===== src/rtl/sync_fifo_fwft_if.sv =====
// Write/read handshake bundle for sync_fifo_fwft.
// The producer/consumer side uses the master modport; the FIFO uses the slave modport.
interface sync_fifo_fwft_if #(
    parameter int DATA_WIDTH = 8
) ();
    logic                  wr_valid;
    logic [DATA_WIDTH-1:0] wr_data;
    logic                  wr_ready;
    logic                  rd_valid;
    logic                  rd_ready;
    logic [DATA_WIDTH-1:0] rd_data;

    modport master (
        output wr_valid,
        output wr_data,
        input  wr_ready,
        input  rd_valid,
        output rd_ready,
        input  rd_data
    );

    modport slave (
        input  wr_valid,
        input  wr_data,
        output wr_ready,
        output rd_valid,
        input  rd_ready,
        output rd_data
    );
endinterface


===== src/rtl/sync_fifo_fwft.sv =====
// Single-clock first-word-fall-through FIFO, any depth, registered output stage.
// Latency: push into empty is visible on rd_data the next cycle; wr_ready = !full (no rd_ready path).
module sync_fifo_fwft #(
    parameter  int DATA_WIDTH    = 8,
    parameter  int FIFO_DEPTH    = 8,
    parameter  int AFULL_THRESH  = FIFO_DEPTH - 1,
    parameter  int AEMPTY_THRESH = 1,
    localparam int CNT_WIDTH     = $clog2(FIFO_DEPTH + 1),
    localparam int ADDR_WIDTH    = (FIFO_DEPTH > 2) ? $clog2(FIFO_DEPTH) : 1
) (
    input  logic                 clk,
    input  logic                 rst,
    input  logic                 flush,
    sync_fifo_fwft_if.slave      bus,
    output logic [CNT_WIDTH-1:0] count,
    output logic                 full,
    output logic                 empty,
    output logic                 almost_full,
    output logic                 almost_empty,
    output logic                 overflow
);

    localparam logic [CNT_WIDTH-1:0]  DEPTH_CNT  = CNT_WIDTH'(FIFO_DEPTH);
    localparam logic [CNT_WIDTH-1:0]  AFULL_CNT  = CNT_WIDTH'(AFULL_THRESH);
    localparam logic [CNT_WIDTH-1:0]  AEMPTY_CNT = CNT_WIDTH'(AEMPTY_THRESH);
    localparam logic [CNT_WIDTH-1:0]  ONE_CNT    = CNT_WIDTH'(1);
    localparam logic [ADDR_WIDTH-1:0] LAST_ADDR  = ADDR_WIDTH'(FIFO_DEPTH - 1);
    localparam logic [ADDR_WIDTH-1:0] ONE_ADDR   = ADDR_WIDTH'(1);

    logic [DATA_WIDTH-1:0] mem [FIFO_DEPTH];

    logic [ADDR_WIDTH-1:0] wr_ptr;
    logic [ADDR_WIDTH-1:0] rd_ptr;
    logic [ADDR_WIDTH-1:0] wr_ptr_inc;
    logic [ADDR_WIDTH-1:0] rd_ptr_inc;
    logic [CNT_WIDTH-1:0]  count_q;
    logic [CNT_WIDTH-1:0]  count_nxt;
    logic                  rd_valid_q;
    logic [DATA_WIDTH-1:0] rd_data_q;
    logic [DATA_WIDTH-1:0] head_nxt;
    logic                  overflow_q;
    logic                  push;
    logic                  pop;

    // Status flags are pure decodes of the registered count.
    assign full         = (count_q == DEPTH_CNT);
    assign empty        = (count_q == '0);
    assign almost_full  = (count_q >= AFULL_CNT);
    assign almost_empty = (count_q <= AEMPTY_CNT);
    assign count        = count_q;
    assign overflow     = overflow_q;

    assign bus.wr_ready = !full;
    assign bus.rd_valid = rd_valid_q;
    assign bus.rd_data  = rd_data_q;

    assign push = bus.wr_valid && !full;
    assign pop  = rd_valid_q && bus.rd_ready;

    // Non-power-of-two depths need an explicit wrap rather than binary rollover.
    assign wr_ptr_inc = (wr_ptr == LAST_ADDR) ? '0 : wr_ptr + ONE_ADDR;
    assign rd_ptr_inc = (rd_ptr == LAST_ADDR) ? '0 : rd_ptr + ONE_ADDR;

    always_comb begin
        count_nxt = count_q;
        case ({push, pop})
            2'b10:   count_nxt = count_q + ONE_CNT;
            2'b01:   count_nxt = count_q - ONE_CNT;
            default: count_nxt = count_q;
        endcase
    end

    // The array keeps every stored word, head included; the output register mirrors
    // the head. On a pop the successor comes from the array unless it is the word
    // being written this very cycle, in which case it bypasses from wr_data.
    always_comb begin
        head_nxt = rd_data_q;
        if (pop) begin
            if (count_q > ONE_CNT) begin
                head_nxt = mem[rd_ptr_inc];
            end else if (push) begin
                head_nxt = bus.wr_data;
            end
        end else if (!rd_valid_q && push) begin
            head_nxt = bus.wr_data;
        end
    end

    always_ff @(posedge clk) begin
        if (push && !rst && !flush) begin
            mem[wr_ptr] <= bus.wr_data;
        end
    end

    always_ff @(posedge clk) begin
        if (rst) begin
            count_q    <= '0;
            wr_ptr     <= '0;
            rd_ptr     <= '0;
            rd_valid_q <= 1'b0;
            rd_data_q  <= '0;
            overflow_q <= 1'b0;
        end else if (flush) begin
            count_q    <= '0;
            wr_ptr     <= '0;
            rd_ptr     <= '0;
            rd_valid_q <= 1'b0;
            overflow_q <= 1'b0;
        end else begin
            count_q    <= count_nxt;
            rd_valid_q <= (count_nxt != '0);
            rd_data_q  <= head_nxt;
            if (push) begin
                wr_ptr <= wr_ptr_inc;
            end
            if (pop) begin
                rd_ptr <= rd_ptr_inc;
            end
            if (bus.wr_valid && full) begin
                overflow_q <= 1'b1;
            end
        end
    end

endmodule


===== src/flat_wrapper.sv =====
// flat-port wrapper written by rule: the top's interface ports become plain ports
module sync_fifo_fwft_flat 
#(
    parameter  int DATA_WIDTH    = 8,
    parameter  int FIFO_DEPTH    = 8,
    parameter  int AFULL_THRESH  = FIFO_DEPTH - 1,
    parameter  int AEMPTY_THRESH = 1,
    localparam int CNT_WIDTH     = $clog2(FIFO_DEPTH + 1),
    localparam int ADDR_WIDTH    = (FIFO_DEPTH > 2) ? $clog2(FIFO_DEPTH) : 1
)
  (clk, rst, flush, count, full, empty, almost_full, almost_empty, overflow, bus_wr_valid, bus_wr_data, bus_wr_ready, bus_rd_valid, bus_rd_ready, bus_rd_data);
  sync_fifo_fwft_if #(.DATA_WIDTH(DATA_WIDTH)) bus_i ();
  input  logic clk;
  input  logic rst;
  input  logic flush;
  output logic [CNT_WIDTH-1:0] count;
  output logic full;
  output logic empty;
  output logic almost_full;
  output logic almost_empty;
  output logic overflow;
  input wire logic [$bits(bus_i.wr_valid)-1:0] bus_wr_valid;
  input wire logic [$bits(bus_i.wr_data)-1:0] bus_wr_data;
  output wire logic [$bits(bus_i.wr_ready)-1:0] bus_wr_ready;
  output wire logic [$bits(bus_i.rd_valid)-1:0] bus_rd_valid;
  input wire logic [$bits(bus_i.rd_ready)-1:0] bus_rd_ready;
  output wire logic [$bits(bus_i.rd_data)-1:0] bus_rd_data;
  assign bus_i.wr_valid = bus_wr_valid;
  assign bus_i.wr_data = bus_wr_data;
  assign bus_wr_ready = bus_i.wr_ready;
  assign bus_rd_valid = bus_i.rd_valid;
  assign bus_i.rd_ready = bus_rd_ready;
  assign bus_rd_data = bus_i.rd_data;
  sync_fifo_fwft #(.DATA_WIDTH(DATA_WIDTH), .FIFO_DEPTH(FIFO_DEPTH), .AFULL_THRESH(AFULL_THRESH), .AEMPTY_THRESH(AEMPTY_THRESH)) u_core (.clk(clk), .rst(rst), .flush(flush), .bus(bus_i), .count(count), .full(full), .empty(empty), .almost_full(almost_full), .almost_empty(almost_empty), .overflow(overflow));
endmodule

===== config.mk =====
export PLATFORM = sky130hd
export DESIGN_NAME = sync_fifo_fwft_flat
export DESIGN_NICKNAME = d
export VERILOG_FILES = /design/src/rtl/sync_fifo_fwft_if.sv /design/src/rtl/sync_fifo_fwft.sv /design/src/flat_wrapper.sv
export SDC_FILE = /design/constraint.sdc
export NUM_CORES = 1
export LEC_CHECK = 0
export BUFFER_PORTS_ARGS = -buffer_cell sky130_fd_sc_hd__buf_2
export CORE_MARGIN = 10
export CORE_UTILIZATION = 35
export CTS_BUF_LIST = sky130_fd_sc_hd__clkbuf_4
export CTS_CLUSTER_DIAMETER = 30
export DETAILED_ROUTE_END_ITERATION = 7
export PLACE_DENSITY = 0.48
export SETUP_SLACK_MARGIN = 0.3
export SYNTH_ARGS = -nofsm -noshare
export SYNTH_HDL_FRONTEND = slang
export SYNTH_SLANG_ARGS = --single-unit

===== constraint.sdc =====
create_clock -name clk -period 3.3 [get_ports clk]
set_input_delay 0.33 -clock clk [delete_from_list [all_inputs] [get_ports clk]]
set_output_delay 0.33 -clock clk [all_outputs]
set_load 0.02 [all_outputs]

-- Yosys cells after proc, flatten, opt, wreduce, memory -nomap -nowiden
Memories as Yosys holds them, arrays and structs flattened.
Index checks and enable logic that the tools add are counted.
- memories kept: 1
- RAM bits: 64
- register bits after elaboration: 20
- output and inout bits: 19
- word-level logic and storage cells: 45
- memory list (memory ; words ; bits a word ; read ports ; clocked after memory_dff ; wr ports ; line ; RTL):
    u_core.mem ; 8 ; 8 ; 1 ; 0 ; 1 ; sync_fifo_fwft.sv:30 ; logic [DATA_WIDTH-1:0] mem [FIFO_DEPTH];
- $lt $le $gt $ge: 3
- $add $sub $neg: 4
- multiplexer cells: 9
- eq/ne operators: 6
- bitwise operators: 1
- reductions and logical operators: 15
- operator list (kind ; number):
    $mux W8 ; 4
    $pmux W4 S2 ; 1
    $add A3 B1 Y3 const B ; 2
    $eq A3 B3 Y1 const B ; 2
    $logic_and A1 B1 Y1 ; 6
    $mux W3 ; 2
    $add A4 B1 Y4 const B ; 1
    $eq A4 B4 Y1 const B ; 1
    $ge A4 B3 Y1 const B ; 1
    $gt A4 B1 Y1 const B ; 1
    $le A4 B1 Y1 const B ; 1
    $logic_not A1 Y1 ; 4
    $logic_not A4 Y1 ; 1
    $reduce_bool A4 Y1 ; 1
    $sub A4 B1 Y4 const B ; 1
    $ne A3 B2 Y1 const B ; 1
    $reduce_and A3 Y1 ; 1
    $eq A2 B1 Y1 const B ; 1
    $eq A2 B2 Y1 const B ; 1
    $mux W1 ; 2
    $reduce_bool A2 Y1 ; 1
    $reduce_or A2 Y1 ; 1
    $not A1 Y1 ; 1

-- Logic depth before layout (Yosys ltp)
Gate-level depths: netlist (run 1).
- depth after elaboration: 7
- depth in mapped cells: 11
- depth with buffers taken out: 10

-- Least setup slack after synthesis (run 1)
No wires, ideal clock.
- path type: reg2reg
- start point: reg u_core.count_q[0] (netlist: u_core.count[0])
- end point: mem u_core.mem[0][0], enable pin
- slack: 378 ps
- required time: 2917 ps
- data arrival time: 2539 ps
- cell stages (with the launch flop): 9
- path through: dfxtp_1 > inv_1 > ha_1 > nand3b_1 > and2_1 > clkbuf_1 > inv_1 > or3_1 > nor3_1
- longest elaborated chain between the ends: 7
- RTL lines (element ; line ; RTL):
    start, declared ; sync_fifo_fwft.sv:36 ; logic [CNT_WIDTH-1:0] count_q;
    start signal, assigned ; sync_fifo_fwft.sv:110 ; count_q <= count_nxt;
    $eq A4 B4 Y1 ; sync_fifo_fwft.sv:46 ; assign full = (count_q == DEPTH_CNT);
    $logic_not A1 Y1 ; n/a ;
    via bus_wr_ready ; flat_wrapper.sv:24 ; output wire logic [$bits(bus_i.wr_ready)-1:0] bus_wr_ready;
    $logic_and A1 B1 Y1 ; sync_fifo_fwft.sv:57 ; assign push = bus.wr_valid && !full;
    via u_core.push ; sync_fifo_fwft.sv:42 ; logic push;
    $logic_and A1 B1 Y1 (2 in series) ; sync_fifo_fwft.sv:90 ; if (push && !rst && !flush) begin
    $mux W1 ; sync_fifo_fwft.sv:90 ;
    $mux W1 (not written as such) ; sync_fifo_fwft.sv:91 ; mem[wr_ptr] <= bus.wr_data;
    end, declared ; sync_fifo_fwft.sv:30 ;
The timed path passes the listed nets, and every way through them passes these cells.

-- Final worst setup path (run 1)
- start point: reg u_core.count_q[0] (netlist: u_core.count[0])
- end point: reg u_core.rd_valid_q (netlist: u_core.bus.rd_valid)
- longest elaborated chain between the ends: 6
- elaborated cells between the ends (all ways): 9
- those cells by class: 2 x add/sub; 3 x eq/ne; 1 x mux; 3 x reduce/logical
- RTL lines (element ; line ; RTL):
    $eq A4 B4 Y1 ; sync_fifo_fwft.sv:46 ;
    $logic_not A1 Y1 ; sync_fifo_fwft.sv:57 ;
    $logic_and A1 B1 Y1 ; sync_fifo_fwft.sv:57 ;
    $eq A2 B1 Y1 or $eq A2 B2 Y1 (tied branches) ; sync_fifo_fwft.sv:66 ; case ({push, pop})
    $pmux W4 S2 * ; sync_fifo_fwft.sv:66 ;
    $reduce_bool A4 Y1 * ; sync_fifo_fwft.sv:111 ; rd_valid_q <= (count_nxt != '0);
    end signal, assigned ; sync_fifo_fwft.sv:111 ;
    end, declared ; sync_fifo_fwft.sv:38 ; logic rd_valid_q;
Mark *: on every way between the ends. The rest lies on a longest branch, timed or not.
A chain may end at the register's enable or synchronous reset.

==> results of run 1 <==
per-layer routing:
metal / vias up / global-route usage / routed length, µm
li1: 1273 / - / -
met1: 1285 / 0.170 / 4480
met2: 59 / 0.199 / 4440
met3: 12 / 0.0290 / 433
met4: 0 / 0.0410 / 112
met5: - / 0 / 0
cells by family (layout without fill, tap and decap cells):
family,Yosys count,count (layout)
and+or+nand+nor,104,104
DFF,84,84
AOI/OAI and AO/OA,78,78
buffers and inverters,25,67
muxes,17,17
adders and majority gates,10,10
where the power goes:
part,switching [µW],leakage (µW),internal [µW]
sequential,10.1,0.000740,1150
combinational,70.6,0.000663,36.4
clock,359,0.0000706,235
worst min path at each step:
| stage | startpoint | endpoint | depth (start not counted) |
|---|---|---|---|
| after floorplan | bus_wr_data[0] | u_core.mem[0][0] | 0 |
| after global placement | u_core.overflow | u_core.overflow | 2 |
| after detailed placement | u_core.rd_ptr[2] | u_core.rd_ptr[2] | 2 |
| after CTS | bus_wr_valid | u_core.overflow | 3 |
| after global routing | bus_wr_valid | u_core.overflow | 3 |
| final | bus_wr_valid | u_core.overflow | 3 |
cells in the final DEF, fill, tap and decap left out, types with 2 or more instances in the layout:
cell	instances
a21oi_1	37
a311oi_1	9
and2_1	4
buf_2	31
buf_4	13
clkbuf_4	9
clkinvlp_4	2
dfxtp_1	19
edfxtp_1	64
ha_1	10
inv_1	7
inv_6	2
mux2i_1	17
nand2_1	42
nand2b_1	3
nand3b_1	3
nand4_1	2
nor2_1	12
nor2b_1	2
nor3_1	11
o211ai_1	9
o21ai_0	9
o221ai_1	8
or2_2	3
or3_1	2
or3b_2	16
flip-flops by register name (all words and copies together), names as in the netlist:
| signal | cells |
|---|---|
| u_core.mem | 64 |
| u_core.overflow | 1 |
| u_core.bus.rd_data | 8 |
| u_core.rd_ptr | 3 |
| u_core.bus.rd_valid | 1 |
| u_core.wr_ptr | 3 |
| u_core.count | 4 |
worst register-to-register path: stages (launching register included):
cell,delay (ps)
dfxtp_1,500
inv_1,130
ha_1,230
nand3b_1,120
and2_1,290
inv_1,170
ha_1,380
a221o_1,290
o211a_1,140
a2111o_1,340
synth_stat cells (4+ instances only):
| cell type | number |
|---|---|
| o221ai_1 | 8 |
| nand2_1 | 42 |
| a21oi_1 | 37 |
| o211ai_1 | 9 |
| mux2i_1 | 17 |
| edfxtp_1 | 64 |
| or3b_2 | 16 |
| inv_1 | 7 |
| nor2_1 | 12 |
| a311oi_1 | 9 |
| nor3_1 | 11 |
| ha_1 | 10 |
| dfxtp_1 | 20 |
| and2_1 | 4 |
| clkbuf_1 | 11 |
| o21ai_0 | 9 |
layout make-up:
type / count / area (µm²) / share of cell area
Sequential cell: 84 / 2320 / 0.544
Multi-Input combinational cell: 209 / 1360 / 0.318
Timing Repair Buffer: 44 / 253 / 0.0591
Tap cell: 136 / 170 / 0.0398
Clock inverter: 7 / 75.1 / 0.0176
Clock buffer: 9 / 67.6 / 0.0158
Inverter: 7 / 26.3 / 0.00615
metrics by stage:
| step | setup WS (ps) | total power [µW] |
|---|---|---|
| after global routing | 401 | 1940 |
| after detailed placement | 630 | 1290 |
| after global placement | 651 | 1290 |
| after CTS | 600 | 1880 |
| after floorplan | 378 | 1240 |
| final | 619 | 1860 |
==> reports/metrics.cfg, run 1 <==
[pwr]
p_per_area_nw_per_um2 = 435
leakagePower_uw = 0.00147
peakVddDrop_uv = 202

[worst_setup_path]
reg2reg_slack_ps = 620
slowest_delay_ps = 500
endpoint = u_core.bus.rd_valid
cp_max_fo = 9
critical-path-slowest-cell = dfxtp_1
rr_worst_depth = 9
regToRegEndpoint = u_core.bus.rd_valid
critical_path_buf_inv_count = 2
cp_cell_sequence = inv_1 > ha_1 > nand3b_1 > and2_1 > inv_1 > ha_1 > a221o_1 > o211a_1 > a2111o_1
timing.rr.start = u_core.count[0]
cp.required_ps = 3620
path_depth = 9
critical-path-top-delay-family = compound AO/OA/AOI/OAI gates
critPathKind = register to register
endpoint_kind = register
critPathLaunchType = register
crit_path_start = u_core.count[0]
cp.arrival_ps = 3000

[clocking]
root_buffer = clkbuf_4
clk_latency_ps = 430
post_cts_buffers = 0
post_cts_resized = 0
clockBufferDepth = 2
htree_num_levels = 3
ctsHoldBuffers = 0
cts_tree = built
numCtsBuffers = 9
clk_pin_slew_worst_paths_ps = 140
cts_sinks = 84

[placement]
placed_cell_area_um2 = 4130
placed_cells = 480
gp_congestion = 0.789
dp_hpwl_um = 6180
port_buffers = 31

[sta]
timing.setup.tns_ps = 0
worst_pin_slew_ps = 726
grt_setup_unrepaired = false
hold_viol = 0
slew_viol_final = 0
holdWs_ps = 148
fmax_ghz = 0.373
min_period_ps = 2680
maxSlewHeadroom = 0.516
finClkSkew_ps = 14.8
fin_crit_sh = 0.812
setup_violations = 0

[logic_synthesis]
synth-xor-area-share = 0
synth_area_leader_cell = edfxtp_1
synth_mux_area_frac = 0.0449
synth_edf_count = 64
syn_inst = 318
ys_types = 35
synth_area_leaders = edfxtp_1 51%, dfxtp_1 11%, a21oi_1 4.9%
synth-main-ff-cell = edfxtp_1
synth_area_per_cell_um2 = 11.9
syn_nets = 341
synth_top_area_frac = 0.508
yosys_warnings = 0
yosysSeqAreaShare = 0.613
synth_compound_area_frac = 0.133
synthesis.area_um2 = 3790
synth_top_family_by_area = simple AND/OR/NAND/NOR gates
yosys.area_share.simple = 0.148
synth-adder-area-share = 0.0330
synth_seq_cells = 84
async_flop_share = 0

[finish]
stdcell_count = 496
post-route-cell-area_um2 = 4270
area_growth_pct = 12.9
final_nets = 378
final_util = 0.410
layout-drive-gt1-share = 0.228
fillers = 1013
num_antenna_cells = 0

[detailed_routing]
totalWireLength_um = 9460
ant_nets = 0
dr.first_iter.drc_count = 163
first_pass_iters = 4
wl_per_cell_um = 19.1
vias = 2629
via_per_inst = 5.30
drc = 0

[floorplanning]
coreArea_um2 = 10400
die-area_um2 = 15400
die_x_um = 124
num_io_pins = 32
start_util = 0.363
row_count = 37
die-height_um = 124

[grt]
grt_usage = 0.127
grt_pass1_wl_um = 14600
overflow = 0
grt_max_degree = 51
antenna_found_initial = 0
grt_pass1_vias = 2552

[job]
maxCapViolations = 0

[hold_path]
worstHoldPathType = input port to register

[outcome]
status = complete, no violations

Note: power is estimated with default switching activity, not from simulation.
==> inputs of run 2 (changes only) <==
- ABC_AREA: default -> 1
- PLACE_DENSITY: 0.48 -> 0.5
- clock period: 3.3 -> 2.4 ns (I/O delays scaled with it)
==> reports/metrics.cfg, run 2 <==
[outcome]
status = complete, no violations

[logic_synthesis]
async_flop_share = 0
synthesis.area_um2 = 4030
ys_types = 27
yosys-top-cells-count = 102 x nand2_1, 101 x inv_1, 64 x edfxtp_1
synth_area_leaders = edfxtp_1 48%, dfxtp_1 9.9%, nand2_1 9.5%
synth_most_common_cell = nand2_1
yosysSeqAreaShare = 0.576
synth-main-ff-cell = edfxtp_1
synth_seq_cells = 84
synth_area_per_cell_um2 = 8.90
syn_nets = 476
syn_inst = 453
synth_edf_count = 64
synth_top_area_frac = 0.477
yosys_warnings = 0
synth_area_leader_cell = edfxtp_1

[detailed_routing]
first_pass_iters = 4
totalWireLength_um = 9640
dr.first_iter.drc_count = 174
drc = 0
wl_per_cell_um = 15.0
via_per_inst = 4.50
ant_nets = 0
vias = 2894

[finish]
area_growth_pct = 13.4
layout_commonest_cell = nand2_1
post-route-cell-area_um2 = 4570
largest_reg_flops = 64
num_antenna_cells = 0
final_cell_mix = 102 x nand2_1, 100 x inv_1, 64 x edfxtp_1
final_util = 0.402
regMostFlops = u_core.mem
layout-drive-gt1-share = 0.174
final_nets = 518

[floorplanning]
die_x_um = 127
die-area_um2 = 16200
start_util = 0.355
coreArea_um2 = 11400
num_io_pins = 32
row_count = 39
die-height_um = 127

[grt]
grt_max_degree = 34
grt_pass1_wl_um = 15600
antenna_found_initial = 0
grt_pass1_vias = 2887
grt_usage = 0.124
overflow = 0

[sta]
grt_setup_unrepaired = false
min_period_ps = 1940
fmax_ghz = 0.517
worst_pin_slew_ps = 380
maxSlewHeadroom = 0.746
setup_violations = 0
hold_viol = 0
fin_crit_sh = 0.807
timing.setup.tns_ps = 0
finClkSkew_ps = 16.2
slew_viol_final = 0

[placement]
port_buffers = 31
gp_congestion = 0.856
placed_cell_area_um2 = 4380
dp_hpwl_um = 6810

[pwr]
leakagePower_uw = 0.00213
p_per_area_nw_per_um2 = 622
power_uw = 2840
peakVddDrop_uv = 266

[clocking]
htree_num_levels = 3
ctsHoldBuffers = 0
cts_tree = built
clk_latency_ps = 440
root_buffer = clkbuf_4
post_cts_buffers = 0
numCtsBuffers = 9
post_cts_resized = 0
clk_pin_slew_worst_paths_ps = 140
cts_sinks = 84
clockBufferDepth = 2

[hold_path]
worstHoldPathType = input port to register

[worst_setup_path]
critPathLaunchType = register
cp.required_ps = 2790
critPathKind = register to register
endpoint_kind = register
cp.arrival_ps = 2320
cp_max_fo = 9

[job]
maxCapViolations = 0

run 2: changes by cell type after synthesis, moves of 5 or more:
cell,delta
inv_1,+94
nand3_1,+61
nand2_1,+60
a21oi_1,-27
nor2_1,+21
mux2i_1,-17
or3b_2,-16
nor3_1,-11
a311oi_1,-9
clkbuf_1,-9
a21oi_2,+8
o211ai_1,-8
o221ai_1,-8
inv_2,+5
run 2: cell families (layout without fill, tap and decap cells):
family,after synthesis,in the layout,synth area share
AO/OA/AOI/OAI,30,30,0.0459
buffers and inverters,119,166,0.118
AND/OR/NAND/NOR,210,210,0.229
flip-flops,84,84,0.576
adder cells (fa/ha/maj),10,10,0.0310
run 2: worst paths after layout:
check,end,startpoint,slack [ps],cells after the start
max,u_core.bus.rd_data[7],u_core.rd_ptr[0],460,6
min,u_core.overflow,bus_wr_valid,60,3
max reg2reg,u_core.bus.rd_data[7],u_core.rd_ptr[0],460,6
min reg2reg,u_core.overflow,u_core.overflow,460,2
run 2: critical path, cell delays in order (launching register included):
cell	delay, ps
dfxtp_1	340
ha_1	210
ha_1	460
clkinv_1	360
nand3_1	230
nand3_1	150
a21oi_2	140
run 2: cell type report:
cell class / count / area [µm²]
Tap cell: 143 / 179
Clock buffer: 9 / 67.6
Clock inverter: 7 / 91.3
Timing Repair Buffer: 43 / 245
Fill cell: 1189 / 6800
Inverter: 107 / 402
Sequential cell: 84 / 2330
Multi-Input combinational cell: 250 / 1260
run 2: where the power goes:
part / switching (µW) / internal (µW) / total (µW) / leakage [µW]
clock: 505 / 416 / 921 / 0.0000756
combinational: 218 / 96.6 / 314 / 0.00131
sequential: 19.3 / 1590 / 1610 / 0.000742
run 2: through the flow:
step           setup slack [ps]  std cells  hold slack (ps)
2_1_floorplan               236        453              339
3_3_place_gp                399        627              438
3_5_place_dp                369        627              443
4_1_cts                     359        643             33.1
5_1_grt                     302        643             47.7
6_report                    464        643             59.2
run 2: routing by layer:
layer,track usage,wire length [µm]
met2,0.188,4390
met3,0.0364,675
met1,0.165,4430
met4,0.0409,135
met5,0,0
==> inputs of run 3 (changes only) <==
- clock period: 2.4 -> 1.7 ns (I/O delays scaled with it)
==> reports/metrics.cfg, run 3 (synthesis results as in run 2) <==
[outcome]
status = complete, no violations

[finish]
largest_reg_flops = 64
layout_commonest_cell = inv_1
final_nets = 540
area_growth_pct = 38.6
num_antenna_cells = 0
final_cell_mix = 93 x inv_1, 67 x nand2_1, 64 x edfxtp_1
layout-drive-gt1-share = 0.435
regMostFlops = u_core.mem

[sta]
fin_crit_sh = 0.997
slew_viol_final = 0
hold_viol = 0
worst_pin_slew_ps = 310
maxSlewHeadroom = 0.793
setup_violations = 0
grt_setup_unrepaired = true
setup_ws_ps = 4.46
finClkSkew_ps = 25.3
min_period_ps = 1700
fmax_ghz = 0.590
holdWs_ps = 23.7

[detailed_routing]
vias = 3115
ant_nets = 0
first_pass_iters = 6
wl_per_cell_um = 16.5
via_per_inst = 4.68
totalWireLength_um = 11000
dr.first_iter.drc_count = 216
drc = 0

[worst_setup_path]
critPathKind = register to register
rr_worst_depth = 10
cp_max_fo = 6
critPathLaunchType = register
endpoint_kind = register
cp.arrival_ps = 2050
cp.required_ps = 2060
cp_cell_sequence = inv_4 > ha_4 > nand3_4 > nand2_8 > ha_4 > inv_4 > o211ai_1 > nand2_1 > nor2_1 > nand2_1
critical-path-slowest-cell = dfxtp_4
slowest_delay_ps = 390

[grt]
grt_pass1_vias = 3105
overflow = 0
antenna_found_initial = 0
grt_max_degree = 19
grt_pass1_wl_um = 17400
grt_usage = 0.137

[clocking]
htree_num_levels = 3
root_buffer = clkbuf_4
clk_pin_slew_worst_paths_ps = 130
clockBufferDepth = 2
cts_sinks = 84
numCtsBuffers = 9
cts_tree = built
clk_latency_ps = 460

[hold_path]
min_delay_path_depth = 3
worstHoldPathType = input port to register

[placement]
gp_congestion = 0.889
port_buffers = 31
dp_hpwl_um = 6860
pre_cts_ws_ps = -0.678

[floorplanning]
row_count = 39
num_io_pins = 32
die_x_um = 127
die-area_um2 = 16200
die-height_um = 127
coreArea_um2 = 11400
start_util = 0.355

[pwr]
peakVddDrop_uv = 404
leakagePower_uw = 0.00244
p_per_area_nw_per_um2 = 720

[job]
maxCapViolations = 0

==> run 3: final cells by class <==
class,count,area [µm²]
inverters,107,418
multi-input cells,250,1930
clock inverters,6,40.0
clock buffers,10,75.1
fillers,1030,5780
well taps,143,179
repair buffers,65,608
flip-flops and latches,84,2340
==> run 3: report_power, final <==
part           internal, µW  switching, µW
clock network           318            739
registers              2240           22.6
logic                   276            425
==> run 3: through the flow <==
stage               instance area (µm²)  setup TNS (ps)  power (µW)  utilization  std cells
floorplan                          4200               0        2640            -        453
global placement                   4540               0        2810        0.399        625
detailed placement                 4540          -0.678        2810        0.399        625
CTS                                5300               0        3990        0.466        659
global route                       5590            -180        4220        0.492        665
finish                             5590               0        4020        0.492        665
==> run 3: worst paths after layout <==
kind                    from                   to  slack [ps]
max reg2reg  u_core.count[1]  u_core.bus.rd_valid           4
min reg2reg  u_core.overflow      u_core.overflow         470
min             bus_wr_valid      u_core.overflow          20
max          u_core.count[1]  u_core.bus.rd_valid           4
==> run 3: timing repair <==
action                                 CTS  global route
hold buffers                             0             1
setup buffers                           15             4
pin swaps                               53            23
gates resized for setup                105            54
endpoints found under the hold margin    0             3
gates cloned                             3             1
setup endpoints to repair               82            84
==> run 3: worst max-delay path: cells and delay by family, from the launching register on <==
kind                     cells  cell delay [ps]
buffers and inverters        2              110
AO/OA/AOI/OAI                1              220
adder cells (fa/ha/maj)      2              480
AND/OR/NAND/NOR              5              400
flip-flops                   1              390
==> run 3: layer usage <==
| metal | vias up | part of all wire | wire [µm] | track usage |
|---|---|---|---|---|
| met5 | - | 0 | 0 | 0 |
| met2 | 67 | 0.46 | 5060 | 0.202 |
| li1 | 1555 | - | - | - |
| met3 | 11 | 0.041 | 454 | 0.0335 |
| met4 | 0 | 0.011 | 125 | 0.0429 |
| met1 | 1482 | 0.49 | 5320 | 0.194 |
